## src/rtl/parallel.sv

```systemverilog
// Four independent lanes of add / subtract / multiply, each result registered (mod 256).
// Latency: 1 cycle; operands sampled on a rising edge appear on the outputs right after it.
// Backpressure: none; samples every cycle with no handshake, and outputs update every cycle.
//
// Ports:
//   clk, rst_n          clock and asynchronous active-low reset (clears all outputs to 0)
//   a1..a4, b1..b4      sum operands        -> g1..g4 = (ak + bk) mod 256
//   c1..c4, d1..d4      difference operands -> h1..h4 = (ck - dk) mod 256
//   e1..e4, f1..f4      product operands    -> i1..i4 = low byte of ek * fk
module parallel (
    input  logic       clk,
    input  logic       rst_n,
    input  logic [7:0] a1,
    input  logic [7:0] a2,
    input  logic [7:0] a3,
    input  logic [7:0] a4,
    input  logic [7:0] b1,
    input  logic [7:0] b2,
    input  logic [7:0] b3,
    input  logic [7:0] b4,
    input  logic [7:0] c1,
    input  logic [7:0] c2,
    input  logic [7:0] c3,
    input  logic [7:0] c4,
    input  logic [7:0] d1,
    input  logic [7:0] d2,
    input  logic [7:0] d3,
    input  logic [7:0] d4,
    input  logic [7:0] e1,
    input  logic [7:0] e2,
    input  logic [7:0] e3,
    input  logic [7:0] e4,
    input  logic [7:0] f1,
    input  logic [7:0] f2,
    input  logic [7:0] f3,
    input  logic [7:0] f4,
    output logic [7:0] g1,
    output logic [7:0] g2,
    output logic [7:0] g3,
    output logic [7:0] g4,
    output logic [7:0] h1,
    output logic [7:0] h2,
    output logic [7:0] h3,
    output logic [7:0] h4,
    output logic [7:0] i1,
    output logic [7:0] i2,
    output logic [7:0] i3,
    output logic [7:0] i4
);

    // Operands gathered per lane; index 0 is lane 1.
    logic [3:0][7:0] a_in, b_in, c_in, d_in, e_in, f_in;

    assign a_in = {a4, a3, a2, a1};
    assign b_in = {b4, b3, b2, b1};
    assign c_in = {c4, c3, c2, c1};
    assign d_in = {d4, d3, d2, d1};
    assign e_in = {e4, e3, e2, e1};
    assign f_in = {f4, f3, f2, f1};

    logic [3:0][7:0] g_d, g_q;
    logic [3:0][7:0] h_d, h_q;
    logic [3:0][7:0] i_d, i_q;

    // All arithmetic is evaluated in an 8-bit context, so carry, borrow and
    // the upper product byte fall away naturally: that is the wrap behaviour.
    // Each lane has its own adder, subtractor and multiplier; nothing is shared.
    always_comb begin
        g_d = '0;
        h_d = '0;
        i_d = '0;
        for (int k = 0; k < 4; k++) begin
            g_d[k] = a_in[k] + b_in[k];
            h_d[k] = c_in[k] - d_in[k];
            i_d[k] = e_in[k] * f_in[k];
        end
    end

    always_ff @(posedge clk or negedge rst_n) begin
        if (!rst_n) begin
            g_q <= '0;
            h_q <= '0;
            i_q <= '0;
        end else begin
            g_q <= g_d;
            h_q <= h_d;
            i_q <= i_d;
        end
    end

    // Outputs come straight from the flops; there is no input-to-output path.
    assign g1 = g_q[0];
    assign g2 = g_q[1];
    assign g3 = g_q[2];
    assign g4 = g_q[3];
    assign h1 = h_q[0];
    assign h2 = h_q[1];
    assign h3 = h_q[2];
    assign h4 = h_q[3];
    assign i1 = i_q[0];
    assign i2 = i_q[1];
    assign i3 = i_q[2];
    assign i4 = i_q[3];

endmodule

```

## config.mk

```make
export PLATFORM = sky130hd
export DESIGN_NAME = parallel
export DESIGN_NICKNAME = d
export VERILOG_FILES = /design/src/rtl/parallel.sv
export SDC_FILE = /design/constraint.sdc
export NUM_CORES = 1
export LEC_CHECK = 0
export CAP_MARGIN = 10
export CORE_MARGIN = 5
export CORE_UTILIZATION = 35
export DETAILED_ROUTE_END_ITERATION = 7
export PLACE_DENSITY = 0.63
export SLEW_MARGIN = 10
export SYNTH_ARGS = -nofsm -noshare
export SYNTH_HDL_FRONTEND = slang
export SYNTH_SLANG_ARGS = --single-unit
export TNS_END_PERCENT = 20
```

## constraint.sdc

```tcl
create_clock -name clk -period 0.8 [get_ports clk]
set_input_delay 0.08 -clock clk [delete_from_list [all_inputs] [get_ports clk]]
set_output_delay 0.08 -clock clk [all_outputs]
set_load 0.1 [all_outputs]
```

[Word-level counts from Yosys, hierarchy flattened]
Index checks and enable logic that the tools add are counted.
Word-level totals
  flip-flop bits (word level): 96
  input bits: 194
  output and inout bits: 96
  logic and storage cells: 24
Operators by class
  add/sub/neg operators: 8
  multiply operators: 4
Operators by type and width (number)
  $add A8 B8 Y8: 4
  $mul A8 B8 Y8: 4
  $sub A8 B8 Y8: 4

[Longest topological paths before layout]
Gate-level depths: netlist (run 1).
  depth after elaboration: 1
  depth in mapped cells: 14
  gate-level depth less buffers: 14

[Least setup slack after synthesis (run 1)]
OpenSTA, ideal clock, no wires.
  path type: in2reg
  from: input port f3[4]
  to: register i_q, in the netlist i3[7]
  setup time: 0.125 ns
  data arrival time: 2.916 ns
  setup slack: -2.241 ns
  stages: 12
  cell sequence: and2_1 fa_1 fa_1 ha_1 inv_1 fa_1 inv_1 ha_1 a21o_1 a21oi_1 xnor2_1 xnor2_1
RTL lines
  from (decl): RTL line 35  | input logic [7:0] f3,
  to (signal assigned): RTL line 87  | i_q <= i_d;
  to (decl): RTL line 63  | logic [3:0][7:0] i_d, i_q;

==> results of run 1 <==
## stage by stage
step,setup slack (ps),util (%),hold slack (ps)
floorplan,-2021,-,-215.6
global placement,-2680,60.46,-30.07
detailed placement,-2728,60.46,-27.74
CTS,-1900,66.60,-8.302
global route,-1960,68.41,59.71
finish,-1890,68.41,55.78
## layout make-up
| class | instances | area (µm²) | area share (%) |
|---|---|---|---|
| diodes | 4 | 10.01 | 0.06271 |
| clock buffers | 10 | 239.0 | 1.497 |
| clock inverters | 6 | 65.06 | 0.4076 |
| inverters | 147 | 609.3 | 3.817 |
| multi-input cells | 576 | 6879 | 43.10 |
| flip-flops and latches | 96 | 2402 | 15.05 |
| well taps | 319 | 399.1 | 2.501 |
| repair buffers | 454 | 5358 | 33.57 |
## what timing repair did
| action | in CTS | in global routing |
|---|---|---|
| setup endpoints to repair | 180 | 162 |
| hold buffers | 6 | 3 |
| gates resized for setup | 611 | 129 |
| pin swaps | 199 | 111 |
| setup buffers | 29 | 12 |
| endpoints found under the hold margin | 102 | 3 |
## cells in the mapped netlist (5+ instances only)
master,count,area (µm²)
inv_1,147,551.8
ha_1,120,1501
dfrtp_1,96,2402
xnor2_1,85,744.5
and2_1,76,475.5
nand2_1,71,266.5
fa_1,56,1121
xor2_1,32,280.3
a21o_1,22,165.2
nor2_1,16,60.06
a21oi_1,15,75.07
a21oi_2,13,113.9
o21ai_0,13,65.06
nor2b_1,10,62.56
and2_2,8,60.06
nand2b_1,8,50.05
nor3_1,8,40.04
o21ai_1,5,25.02
## worst paths after layout
path	to	from	slack, ps	cells past startpoint
max in group asynchronous	i2[3]$_DFF_PN0_	rst_n	180	3
hold / removal	i4[0]$_DFF_PN0_	f4[0]	60	2
min in group asynchronous	g1[5]$_DFF_PN0_	rst_n	150	2
setup / recovery	i4[7]$_DFF_PN0_	f4[4]	-1890	13
## report_power, final
group / internal (mW) / leakage (nW) / switching (mW)
Clock: 2.53 / 0.149 / 2.08
Combinational: 10.7 / 6.19 / 14.0
Sequential: 6.04 / 1.13 / 0.956
Total: 19.2 / 7.46 / 17.0
## cells by family (layout without fill, tap and decap cells)
logic type | Yosys count | after routing | synth area share (%)
xor+xnor | 118 | 118 | 12.64
buf+inv | 147 | 617 | 6.700
simple gates | 206 | 206 | 13.07
fa+ha+maj | 176 | 176 | 31.84
compound gates | 76 | 76 | 6.578
flops | 96 | 96 | 29.17
other cells | 0 | 4 | 0
## routing by layer
layer	track usage (%)	vias up	routed length [µm]
met1	21.65	3424	9610
met2	35.40	178	13620
met5	0	-	0
li1	-	3480	-
met3	3.457	24	1480
met4	5.833	0	456
==> impl_metrics.env, run 1 <==
export IMPL_fin_area_um2=15960
export IMPL_peakVddDrop_v=0.001518
export IMPL_synth_cell_types=26
export IMPL_synth_edf_count=0
export IMPL_clockRootBuffer="clkbuf_16"
export IMPL_grt_max_degree=32
export IMPL_rows=56
export IMPL_antenna_found_initial=4
export IMPL_num_io_pins=290
export IMPL_fillCellCount=1708
export IMPL_ys_flop_type="dfrtp_1"
export IMPL_required_ps=1070
export IMPL_slowest_stage="fa_2"
export IMPL_numCtsBuffers=9
export IMPL_hold_viol_final=0
export IMPL_cts_num_sinks=96
export IMPL_ys_warn_count=0
export IMPL_nNetsFinal=1654
export IMPL_gp_congestion=0.8991
export IMPL_setup_viol=156
export IMPL_syn2layout_area_growth_pct=93.82
export IMPL_power_density_nw_per_um2=2272
export IMPL_cts_buffer_depth=2
export IMPL_coreArea_um2=23330
export IMPL_status="finished with violations"
export IMPL_p_total_mw=36.27
export IMPL_max_stage_delay_ps=550
export IMPL_worstPathCellList="buf_6 -> buf_6 -> and2_4 -> fa_2 -> inv_2 -> fa_1 -> fa_1 -> fa_2 -> inv_2 -> ha_4 -> a21oi_2 -> xnor2_1 -> xnor2_1"
export IMPL_syn_area_um2=8235
export IMPL_ys_seq_area_share_pct=29.17
export IMPL_ant_nets=0
export IMPL_worstPathMaxFanout=2
export IMPL_dpl_hpwl_um=20410
export IMPL_synthArstFlopShare_pct=100.0
export IMPL_worst_path_buf_inv=4
export IMPL_routed_via_density=4.408
export IMPL_avgRoutedWirePerCell_um=15.61
export IMPL_cp_arrival_ps=2960
export IMPL_die_w_um=163.4
export IMPL_synth_seq_cells=96
export IMPL_placed_area_um2=14110
export IMPL_hold_path_class="in -> reg"
export IMPL_layout_commonest_cell="buf_4"
export IMPL_final_cells=1612
export IMPL_die_h_um=163.4
export IMPL_setup_tns_ps=-53960
export IMPL_min_period_over_period_pct=336.2
export IMPL_fmax_ghz=0.3718
export IMPL_cts_tree="built"
export IMPL_crit_family="adder cells"
export IMPL_clkTransAtPathRegs_ps=80
export IMPL_syn_num_nets=1189
export IMPL_period_minus_slack_ps=2690
export IMPL_globalRouteOverflowTotal=0
export IMPL_cp_start_kind="input pin"
export IMPL_dp_cells=1551
export IMPL_grt_pass1_vias=7913
export IMPL_slew_violations=0
export IMPL_syn_avg_cell_area_um2=10.06
export IMPL_drt_iter0_drc=193
export IMPL_netlist_instances=819
export IMPL_drc=0
export IMPL_setup_ws_ps=-1890
export IMPL_layout_common_cells="buf_4, buf_12, dfrtp_1"
export IMPL_cap_violations=0
export IMPL_drive_gt1_share_pct=50.50
export IMPL_endpoint_kind="flop"
export IMPL_portBuffers=289
export IMPL_grt_first_pass_wirelength_um=39680
export IMPL_grt_usage_pct=18.86
export IMPL_p_leak_nw=7.463
export IMPL_die_area_um2=26700
export IMPL_worst_pin_slew_ps=317.1
export IMPL_rsz0062_at_grt="true"
export IMPL_ctsHtreeMaxLevel=3
export IMPL_initial_core_util_pct=35.30
export IMPL_firstDrtPassIters=4
export IMPL_slew_headroom_pct=78.63
export IMPL_vias=7106
export IMPL_violations="setup timing"
export IMPL_path_class="in -> reg"
export IMPL_wl_um=25170
Power figures use the tool's default switching activity.
==> run 2, diff against run 1 <==
--- a/config.mk
+++ b/config.mk
@@ -10,7 +10,7 @@
 export CORE_UTILIZATION = 35
 export DETAILED_ROUTE_END_ITERATION = 7
 export PLACE_DENSITY = 0.63
-export SLEW_MARGIN = 10
+export SLEW_MARGIN = 40
 export SYNTH_ARGS = -nofsm -noshare
 export SYNTH_HDL_FRONTEND = slang
 export SYNTH_SLANG_ARGS = --single-unit
==> results of run 2 <==
No change in the layout: final DEF, timing and power equal those of run 1.
